$ cat config.mk
export PLATFORM = sky130hd
export DESIGN_NAME = fir_out_fmt_flat
export DESIGN_NICKNAME = d
export VERILOG_FILES = /design/src/rtl/fir_out_fmt_if.sv /design/src/rtl/fir_out_fmt.sv /design/src/flat_wrapper.sv
export SDC_FILE = /design/constraint.sdc
export NUM_CORES = 1
export LEC_CHECK = 0
export ABC_AREA = 1
export CAP_MARGIN = 10
export CORE_MARGIN = 2
export CORE_UTILIZATION = 45
export CTS_CLUSTER_SIZE = 40
export DETAILED_ROUTE_END_ITERATION = 8
export PLACE_DENSITY = 0.67
export SLEW_MARGIN = 10
export SYNTH_ARGS = -nofsm -noshare
export SYNTH_HDL_FRONTEND = slang
export SYNTH_SLANG_ARGS = --single-unit
$ cat constraint.sdc
create_clock -name clk_fast -period 5 [get_ports clk_fast]
set_clock_uncertainty 0.1 [all_clocks]
set_input_delay 1.5 -clock clk_fast [delete_from_list [all_inputs] [get_ports clk_fast]]
set_output_delay 1.5 -clock clk_fast [all_outputs]
set_load 0.1 [all_outputs]
$ cat src/rtl/fir_out_fmt_if.sv
`default_nettype none
// ============================================================================
// Module      : fir_out_fmt_if
// Description : FP29i result input handshake and FP16 output bus of the
//               FIR output formatting stage.
// Revision    : 1.0 - initial release
// ============================================================================
interface fir_out_fmt_if;
    logic        in_valid;
    logic        in_s;
    logic [5:0]  in_e;
    logic [21:0] in_m;
    logic        in_ready;
    logic [15:0] dout;
    logic        valid;

    // Producer side: the FIR ALU drives the result, the slow domain samples dout.
    modport master (
        output in_valid, in_s, in_e, in_m,
        input  in_ready, dout, valid
    );

    modport slave (
        input  in_valid, in_s, in_e, in_m,
        output in_ready, dout, valid
    );
endinterface
`default_nettype wire

$ cat src/rtl/fir_out_fmt.sv
`default_nettype none
// ============================================================================
// Module      : fir_out_fmt
// Description : Normalizes one FP29i FIR result, rounds it to IEEE FP16 and
//               holds valid long enough for the slow clock domain to sample.
// Revision    : 1.0 - initial release
// ============================================================================
module fir_out_fmt #(
    parameter int EXP_BIAS29  = 31,
    parameter int HOLD_CYCLES = 4
) (
    input  wire logic    clk_fast,
    input  wire logic    rst_n,
    fir_out_fmt_if.slave bus,
    input  wire logic    clr_flags,
    output logic         ovf,
    output logic         unf,
    output logic         overrun
);

    localparam logic signed [7:0] c_EXP_OFS   = 8'(EXP_BIAS29 - 15);
    localparam logic        [3:0] c_HOLD_LAST = 4'(HOLD_CYCLES - 1);

    typedef enum logic [1:0] {
        S_IDLE = 2'd0,
        S_NORM = 2'd1,
        S_RND  = 2'd2,
        S_OUT  = 2'd3
    } state_t;

    state_t             r_state;
    state_t             w_state_nxt;
    logic               w_in_ready;
    logic               w_accept;

    logic               r_s;
    logic [5:0]         r_e;
    logic [21:0]        r_m;
    logic [20:0]        r_shift;
    logic signed [7:0]  r_exp;
    logic [15:0]        r_dout;
    logic               r_valid;
    logic [3:0]         r_hold_cnt;
    logic               r_ovf;
    logic               r_unf;
    logic               r_overrun;

    logic [4:0]         w_lead;
    logic [4:0]         w_lz;
    logic [20:0]        w_shifted;
    logic signed [7:0]  w_exp_norm;

    logic [9:0]         w_frac;
    logic               w_guard;
    logic               w_sticky;
    logic               w_rnd_up;
    logic [10:0]        w_frac_sum;
    logic signed [7:0]  w_exp_rnd;
    logic [15:0]        w_result;
    logic               w_set_ovf;
    logic               w_set_unf;
    logic               w_overrun_evt;

    // ------------------------------------------------------------------
    // FSM
    // ------------------------------------------------------------------
    always_ff @(posedge clk_fast or negedge rst_n) begin
        if (!rst_n) begin
            r_state <= S_IDLE;
        end else begin
            r_state <= w_state_nxt;
        end
    end

    always_comb begin
        w_state_nxt = r_state;
        w_in_ready  = 1'b0;
        w_accept    = 1'b0;
        case (r_state)
            S_IDLE: begin
                w_in_ready = 1'b1;
                if (bus.in_valid) begin
                    w_accept    = 1'b1;
                    w_state_nxt = S_NORM;
                end
            end
            S_NORM:  w_state_nxt = S_RND;
            S_RND:   w_state_nxt = S_OUT;
            S_OUT: begin
                if (r_hold_cnt == 4'd0) begin
                    w_state_nxt = S_IDLE;
                end
            end
            default: w_state_nxt = S_IDLE;
        endcase
    end

    // ------------------------------------------------------------------
    // Normalize: leading one to bit 21, exponent rebased to FP16 bias
    // ------------------------------------------------------------------
    always_comb begin
        w_lead = 5'd0;
        for (int i = 0; i < 22; i++) begin
            if (r_m[i]) begin
                w_lead = 5'(i);
            end
        end
    end

    // The explicit leading one (bit 21) is dropped; only the fraction bits travel on.
    assign w_lz       = 5'd21 - w_lead;
    assign w_shifted  = 21'(r_m << w_lz);
    assign w_exp_norm = $signed({2'b00, r_e}) - c_EXP_OFS - $signed({3'b000, w_lz});

    // ------------------------------------------------------------------
    // Round to nearest even and classify
    // ------------------------------------------------------------------
    assign w_frac     = r_shift[20:11];
    assign w_guard    = r_shift[10];
    assign w_sticky   = |r_shift[9:0];
    assign w_rnd_up   = w_guard & (w_sticky | w_frac[0]);
    assign w_frac_sum = {1'b0, w_frac} + {10'd0, w_rnd_up};
    // On carry the low ten sum bits are already zero, so only the exponent moves.
    assign w_exp_rnd  = r_exp + $signed({7'd0, w_frac_sum[10]});

    always_comb begin
        w_result  = {r_s, 15'h0000};
        w_set_ovf = 1'b0;
        w_set_unf = 1'b0;
        if (r_m == 22'd0) begin
            w_result = {r_s, 15'h0000};
        end else if (w_exp_rnd >= 8'sd31) begin
            w_result  = {r_s, 5'h1F, 10'h000};
            w_set_ovf = 1'b1;
        end else if (w_exp_rnd <= 8'sd0) begin
            w_result  = {r_s, 15'h0000};
            w_set_unf = 1'b1;
        end else begin
            w_result = {r_s, w_exp_rnd[4:0], w_frac_sum[9:0]};
        end
    end

    // ------------------------------------------------------------------
    // Datapath registers
    // ------------------------------------------------------------------
    always_ff @(posedge clk_fast or negedge rst_n) begin
        if (!rst_n) begin
            r_s        <= 1'b0;
            r_e        <= 6'd0;
            r_m        <= 22'd0;
            r_shift    <= 21'd0;
            r_exp      <= 8'sd0;
            r_dout     <= 16'h0000;
            r_valid    <= 1'b0;
            r_hold_cnt <= 4'd0;
        end else begin
            if (w_accept) begin
                r_s <= bus.in_s;
                r_e <= bus.in_e;
                r_m <= bus.in_m;
            end
            if (r_state == S_NORM) begin
                r_shift <= w_shifted;
                r_exp   <= w_exp_norm;
            end
            if (r_state == S_RND) begin
                r_dout     <= w_result;
                r_valid    <= 1'b1;
                r_hold_cnt <= c_HOLD_LAST;
            end
            if (r_state == S_OUT) begin
                if (r_hold_cnt == 4'd0) begin
                    r_valid <= 1'b0;
                end else begin
                    r_hold_cnt <= r_hold_cnt - 4'd1;
                end
            end
        end
    end

    // ------------------------------------------------------------------
    // Sticky status flags; a clear wins over a set in the same cycle
    // ------------------------------------------------------------------
    assign w_overrun_evt = bus.in_valid && (r_state != S_IDLE);

    always_ff @(posedge clk_fast or negedge rst_n) begin
        if (!rst_n) begin
            r_ovf     <= 1'b0;
            r_unf     <= 1'b0;
            r_overrun <= 1'b0;
        end else if (clr_flags) begin
            r_ovf     <= 1'b0;
            r_unf     <= 1'b0;
            r_overrun <= 1'b0;
        end else begin
            if ((r_state == S_RND) && w_set_ovf) begin
                r_ovf <= 1'b1;
            end
            if ((r_state == S_RND) && w_set_unf) begin
                r_unf <= 1'b1;
            end
            if (w_overrun_evt) begin
                r_overrun <= 1'b1;
            end
        end
    end

    assign bus.in_ready = w_in_ready;
    assign bus.dout     = r_dout;
    assign bus.valid    = r_valid;
    assign ovf          = r_ovf;
    assign unf          = r_unf;
    assign overrun      = r_overrun;

endmodule
`default_nettype wire

$ cat src/flat_wrapper.sv
// flat-port wrapper written by rule: the top's interface ports become plain ports
module fir_out_fmt_flat 
#(
    parameter int EXP_BIAS29  = 31,
    parameter int HOLD_CYCLES = 4
)
  (clk_fast, rst_n, clr_flags, ovf, unf, overrun, bus_in_valid, bus_in_s, bus_in_e, bus_in_m, bus_in_ready, bus_dout, bus_valid);
  fir_out_fmt_if bus_i ();
  input  wire logic clk_fast;
  input  wire logic rst_n;
  input  wire logic clr_flags;
  output logic ovf;
  output logic unf;
  output logic overrun;
  input wire logic [$bits(bus_i.in_valid)-1:0] bus_in_valid;
  input wire logic [$bits(bus_i.in_s)-1:0] bus_in_s;
  input wire logic [$bits(bus_i.in_e)-1:0] bus_in_e;
  input wire logic [$bits(bus_i.in_m)-1:0] bus_in_m;
  output wire logic [$bits(bus_i.in_ready)-1:0] bus_in_ready;
  output wire logic [$bits(bus_i.dout)-1:0] bus_dout;
  output wire logic [$bits(bus_i.valid)-1:0] bus_valid;
  assign bus_i.in_valid = bus_in_valid;
  assign bus_i.in_s = bus_in_s;
  assign bus_i.in_e = bus_in_e;
  assign bus_i.in_m = bus_in_m;
  assign bus_in_ready = bus_i.in_ready;
  assign bus_dout = bus_i.dout;
  assign bus_valid = bus_i.valid;
  fir_out_fmt #(.EXP_BIAS29(EXP_BIAS29), .HOLD_CYCLES(HOLD_CYCLES)) u_core (.clk_fast(clk_fast), .rst_n(rst_n), .bus(bus_i), .clr_flags(clr_flags), .ovf(ovf), .unf(unf), .overrun(overrun));
endmodule
==> results of run 1 <==
-- cell families (layout without fill, tap and decap cells) --
logic type	count (synthesis)	in the layout	synth area share (%)
and+or+nand+nor	380	380	33.6
buffers and inverters	89	137	7.17
DFF	84	84	42.3
AOI/OAI and AO/OA	80	80	8.98
adders and majority gates	16	16	4.18
xor gates and xnor gates	15	15	2.64
muxes	5	5	1.13
-- per-stage QoR --
stage               setup WS, ps  cell area [um^2]  hold slack (ps)  utilization [%]
finish                      1090              5780              383             53.5
CTS                         1090              5780              392             53.5
floorplan                   1680              4970              344                -
detailed placement          1100              5590              371             51.8
global placement            1210              5590              353             51.8
global route                 681              5780              409             53.5
-- metal layers --
layer	vias to the layer above	routed length, um	share of wire [%]	GRT usage [%]
met2	118	5210	46	33.9
met3	20	499	4.4	3.41
met5	-	0	0	0
li1	2294	-	-	-
met1	2024	5460	48	29.7
met4	0	266	2.3	8.33
-- power groups by stage --
stage          clock [uW]  sequential (uW)  combinational (uW)
6_report              464             1190                2790
5_1_grt               509             1240                3160
4_1_cts               479             1190                2790
3_5_place_dp            0             1210                2780
3_3_place_gp            0             1200                2760
2_1_floorplan           0             1610                1760
-- worst max-delay path, cell delays in order, from the launching register on --
cell     delay [ps]
dfrtp_1         390
o21ai_1         130
nand3_1          90
nand2_1          70
nand2_1          50
nand2_1          50
nand2_1          50
nand2_1          50
nand3_1          60
nand2_1          60
buf_4           260
inv_1           330
ha_1            830
ha_1            390
inv_1            80
nor2_1           40
nor2_1          110
nor2_1           70
nor2_1           80
nor2_1           40
nor2_1          130
nand2_1         100
xor2_1          150
o21ai_0         130
-- state kept, by name, summed over array words and instances (netlist names) --
signal and cells:
u_core.r_exp 8, u_core.r_e 6, u_core.r_state 2, u_core.overrun 1, u_core.bus.valid 1, u_core.bus.dout 16
u_core.r_hold_cnt 4, u_core.ovf 1, u_core.unf 1, u_core.r_shift 21, u_core.r_s 1, u_core.r_m 22
-- Yosys cell counts (all sizes together) (2+ instances only) --
master,number
nand2,177
nand3,123
dfrtp,84
inv,64
nor2,63
a21oi,40
o21ai,23
clkbuf,16
ha,15
xor2,9
buf,8
nand4,7
xnor2,6
mux2,5
nor3,4
o22ai,4
o211ai,3
o31ai,3
a22oi,2
nor4,2
-- how the worst max path moves through the flow --
stage / from / end / slack [ps] / depth (start not counted)
5_1_grt: u_core.r_m[7] / u_core.r_exp[7] / 680 / 23
3_3_place_gp: u_core.r_m[2] / u_core.r_exp[7] / 1210 / 23
4_1_cts: u_core.r_m[2] / u_core.r_exp[7] / 1090 / 23
3_5_place_dp: u_core.r_m[6] / u_core.r_exp[7] / 1100 / 23
6_report: u_core.r_m[2] / u_core.r_exp[7] / 1090 / 23
2_1_floorplan: u_core.r_m[2] / u_core.r_exp[7] / 1680 / 23
-- cell type report --
cell class / count / area [um^2]
Sequential cell: 84 / 2100
Clock inverter: 4 / 33.8
Timing Repair Buffer: 57 / 558
Tap cell: 140 / 175
Multi-Input combinational cell: 496 / 2510
Inverter: 65 / 244
Clock buffer: 11 / 151
Fill cell: 1072 / 5010
-- placed cells by master (no fill, tap or decap), types with 2 or more instances in the layout --
| cell type | n |
|---|---|
| a21oi_1 | 40 |
| a22oi_1 | 2 |
| buf_4 | 5 |
| clkbuf_8 | 11 |
| clkdlybuf4s50_1 | 52 |
| clkinv_4 | 2 |
| dfrtp_1 | 84 |
| ha_1 | 15 |
| inv_1 | 61 |
| inv_2 | 3 |
| mux2_2 | 5 |
| nand2_1 | 171 |
| nand2_2 | 4 |
| nand2_4 | 2 |
| nand3_1 | 121 |
| nand3_2 | 2 |
| nand4_1 | 7 |
| nor2_1 | 58 |
| nor2_2 | 4 |
| nor3_1 | 4 |
| nor4_1 | 2 |
| o211ai_1 | 3 |
| o21ai_0 | 19 |
| o21ai_1 | 3 |
| o22ai_1 | 4 |
| o31ai_1 | 3 |
| xnor2_1 | 6 |
| xor2_1 | 9 |
==> results.cfg, run 1 <==
[outcome]
status = finished clean

[routing]
first_iter_violations = 249
drcViolationCount = 0
drt_pre_antenna_iters = 5
routed_wl_um = 11400
drt-wirelength-per-cell_um = 13.3
drtAntennaViolNets = 0
vias_per_cell = 5.20
dr_total_vias = 4456

[logic_synthesis]
synth-main-ff-cell = dfrtp_1
synth_area_um2 = 4970
synth_top_cell_area_share_pct = 42.3
ys_ff_latch = 84
async_flop_share_pct = 100
ys_seq_area_share_pct = 42.3
yosysWarnings = 0
synth_area_per_cell_um2 = 7.43
synth_top_cell_by_area = dfrtp_1
synth_cell_types = 42
netlist_instances = 669
synth_edf_count = 0
netlist_top_cells_area = dfrtp_1 42%, nand2_1 13%, nand3_1 12%
syn-num-nets = 718

[global_routing]
grt_pass1_vias = 4225
antenna_found_initial = 0
grt_remaining_overflow = 0
grt_usage_pct = 21.5
grt_pass1_wl_um = 20300
grt_max_degree = 85

[clock_tree]
clock_path_buffers = 2
cts_tree = yes
cts_setup_buffers = 0
cts_made_buffers = 9
htreeDepth = 3
post_cts_resized = 0
cts_hold_buffers = 0
cts.sinks = 84
clk_pin_slew_ps = 90
clockRootBuffer = clkbuf_8
clock_latency_ps = 370

[timing]
rsz0062_at_grt = false
worst_slew_pin_slew_ps = 1030
min_period_ps = 3910
setup_viol = 0
fmax_mhz = 255
period_share_pct = 78.3
slew_violations = 0
maxSlewHeadroom_pct = 31.3
hold_viol_final = 0
setup_tns_ps = 0

[critical_path]
arrival_ps = 4110
reg2reg_depth = 23
cp-end-kind = register
r2r-start = u_core.r_m[2]
r2r_slack_ps = 1090
r2r_end = u_core.r_exp[7]
cp.required_ps = 5200
critPathMaxFanout = 24
cp-start-kind = register
critPathKind = register to register

[final_layout]
fin_cells = 857
diodes = 0
nNetsFinal = 762
area_growth_pct = 16.2
drive_gt1_share_pct = 6.14

[pwr]
net-switching-power_uw = 2380
power_frac_clock_pct = 10.4
ir_drop_mv = 0.445
p_comb_share_pct = 62.7
leakage_uw = 0.00280
finalPower_uw = 4450
p_sw_share_pct = 53.6
powerDensity_nw_per_um2 = 769
pwr-share-seq_pct = 26.9
p_int_uw = 2060

[worst_hold_path]
holdPathEnd = u_core.bus.dout[15]
hold_path.class = register to register
worstHoldPathCells = 2
min-delay-start = u_core.r_s

[placed_design]
dpl.hpwl_um = 8780
gp_congestion = 0.886
place.port_buffers = 53
place_inst = 842

[run]
cap_violations = 0

[floorplanning]
io_pins = 54
core_area_um2 = 10800
die_x_um = 109
num_rows = 38
die_y_um = 109
start_util_pct = 46.1
die_area_um2 = 11900
(Power assumes the default switching activity.)
==> run 2, diff against run 1 <==
Settings changed: PLACE_DENSITY 0.67 to 0.69.
Clock period 5 ns to 3.2 ns, I/O delays scaled along.
==> run 2 against run 1 <==
  * Sequential share of layout area decreased by 1.5 points
  * Fmax increased by 25%
  * Worst setup slack got worse by 1000 ps
  * Die area unchanged
  * Critical path depth decreased by 6
  * Via count increased by 4.1%
  * Register-to-register slack got worse by 1000 ps
  * Largest cell class unchanged
  * Critical endpoint is now u_core.ovf
  * Wire length increased by 2.3%
==> results.cfg, run 2 (same netlist as run 1, synthesis figures left out) <==
[outcome]
status = finished clean

[critical_path]
r2r_end = u_core.ovf
cp_common_cell = ha_4
critPathMaxFanout = 5
path_cells = nand2_1, inv_2, ha_4, nand2_4, nor2_4, nand3_2, nor3_2, and3_1, ha_2, ha_4, buf_4, xor2_1, nand4_1, nor2_1, o21ai_4, or2_2, a21oi_1
crit_slowest_cell = dfrtp_1
slowest_delay_ps = 370
reg2reg_depth = 17
r2r_slack_ps = 60
crit_end = u_core.ovf
startpoint = u_core.r_shift[10]
arrival_ps = 3340
critPathKind = register to register
cp.required_ps = 3400
cp-start-kind = register
r2r-start = u_core.r_shift[10]
cp-end-kind = register

[timing]
worst_slew_pin_slew_ps = 487
hold_viol_final = 0
period_share_pct = 98.2
rsz0062_at_grt = true
setup_viol = 0
min_period_ps = 3140
fmax_mhz = 318
maxSlewHeadroom_pct = 67.3
setup_tns_ps = 0
slew_violations = 0

[global_routing]
grt_pass1_wl_um = 19100
grt_remaining_overflow = 0
grt_max_degree = 42
antenna_found_initial = 0
grt_usage_pct = 20.1
grt_pass1_vias = 4211

[clock_tree]
clock_path_buffers = 2
cts_tree = yes
clockRootBuffer = clkbuf_8
htreeDepth = 3
clk_pin_slew_ps = 90
cts_hold_buffers = 0
cts_made_buffers = 9
cts.sinks = 84
clock_latency_ps = 370

[placed_design]
gp_congestion = 0.905
dpl.hpwl_um = 8670
place.port_buffers = 53
place_inst = 854

[floorplanning]
die_x_um = 109
io_pins = 54
start_util_pct = 46.1
core_area_um2 = 10800
die_y_um = 109
die_area_um2 = 11900
num_rows = 38

[routing]
drtAntennaViolNets = 0
drt-wirelength-per-cell_um = 13.4
first_iter_violations = 316
dr_total_vias = 4639
vias_per_cell = 5.30
drt_pre_antenna_iters = 5
drcViolationCount = 0
routed_wl_um = 11700

[final_layout]
regMostFlops = u_core.r_m
nFillCells = 1001
diodes = 0
largest_register_ffs = 22
layout_common_cells = 165 x nand2_1, 115 x nand3_1, 84 x dfrtp_1, 58 x inv_1, 53 x nor2_1
fin_cells = 876
drive_gt1_share_pct = 15.6
area_growth_pct = 21.3
nNetsFinal = 780
final_common_cell = nand2_1

[run]
cap_violations = 0

[worst_hold_path]
hold_path.class = register to register
-- run 2: cell types whose count changed in the layout (fill, tap and decap cells not counted), sizes merged --
cell | previous run | this run
buf | 5 | 44
clkbuf | 11 | 10
clkdlybuf4s50 | 52 | 31
inv | 65 | 67
-- run 2: critical path, delay by kind of cell, from the launching register on --
kind	cells	cell delay, ps
adder cells (fa/ha/maj)	3	490
flip-flops	1	370
XOR/XNOR	1	270
AO/OA/AOI/OAI	2	230
AND/OR/NAND/NOR	9	1420
buffers and inverters	2	190
-- run 2: layout make-up --
cell class                 count  area [um^2]  share of cell area, %
clock buffer                  10          138                   2.28
sequential                    84         2100                   34.9
multi-input combinational    496         2680                   44.4
inverter                      65          246                   4.09
tap                          140          175                   2.91
clock inverter                 6         43.8                  0.726
timing repair buffer          75          648                   10.7
-- run 2: how the worst min path moves through the flow --
| stage | startpoint | end | slack, ps | depth (start not counted) |
|---|---|---|---|---|
| floorplan | u_core.r_s | u_core.bus.dout[15] | 340 | 2 |
| global placement | u_core.r_s | u_core.bus.dout[15] | 360 | 2 |
| detailed placement | u_core.r_shift[6] | u_core.r_shift[6] | 370 | 2 |
| CTS | u_core.r_shift[7] | u_core.r_shift[7] | 390 | 2 |
| global route | u_core.r_shift[7] | u_core.r_shift[7] | 420 | 2 |
| finish | u_core.r_shift[6] | u_core.r_shift[6] | 390 | 2 |
-- run 2: stage by stage --
| stage | setup WS (ps) | instance area [um^2] | util, % | hold WS, ps |
|---|---|---|---|---|
| after global routing | -158 | 6030 | 55.9 | 418 |
| final | 58.2 | 6030 | 55.9 | 390 |
| after global placement | 72.6 | 5640 | 52.3 | 360 |
| after detailed placement | -193 | 5640 | 52.3 | 369 |
| after CTS | -0.385 | 5830 | 54.0 | 392 |
| after floorplan | 63.0 | 4980 | - | 344 |
-- run 2: timing repair --
action	CTS	global route
endpoints found under the hold margin	0	0
setup buffers	0	6
pin swaps	0	12
setup endpoints to repair	14	19
gates resized for setup	3	46
-- run 2: metal layers --
layer / GRT usage, % / vias to the layer above / wire (um)
li1: - / 2344 / -
met2: 31.5 / 132 / 5460
met4: 7.60 / 0 / 263
met5: 0 / - / 0
met3: 3.59 / 28 / 556
met1: 27.8 / 2135 / 5430
Power of run 2 is not shown: default switching activity piles up to over one toggle a cycle in this logic, so the estimate is an artifact.
==> run 3, diff against run 2 <==
Settings changed: CAP_MARGIN 10 to 25.
==> results of run 3 <==
The final DEF is identical to that of run 2; final timing and power are the same.
Power of run 3 is left out for the same reason.
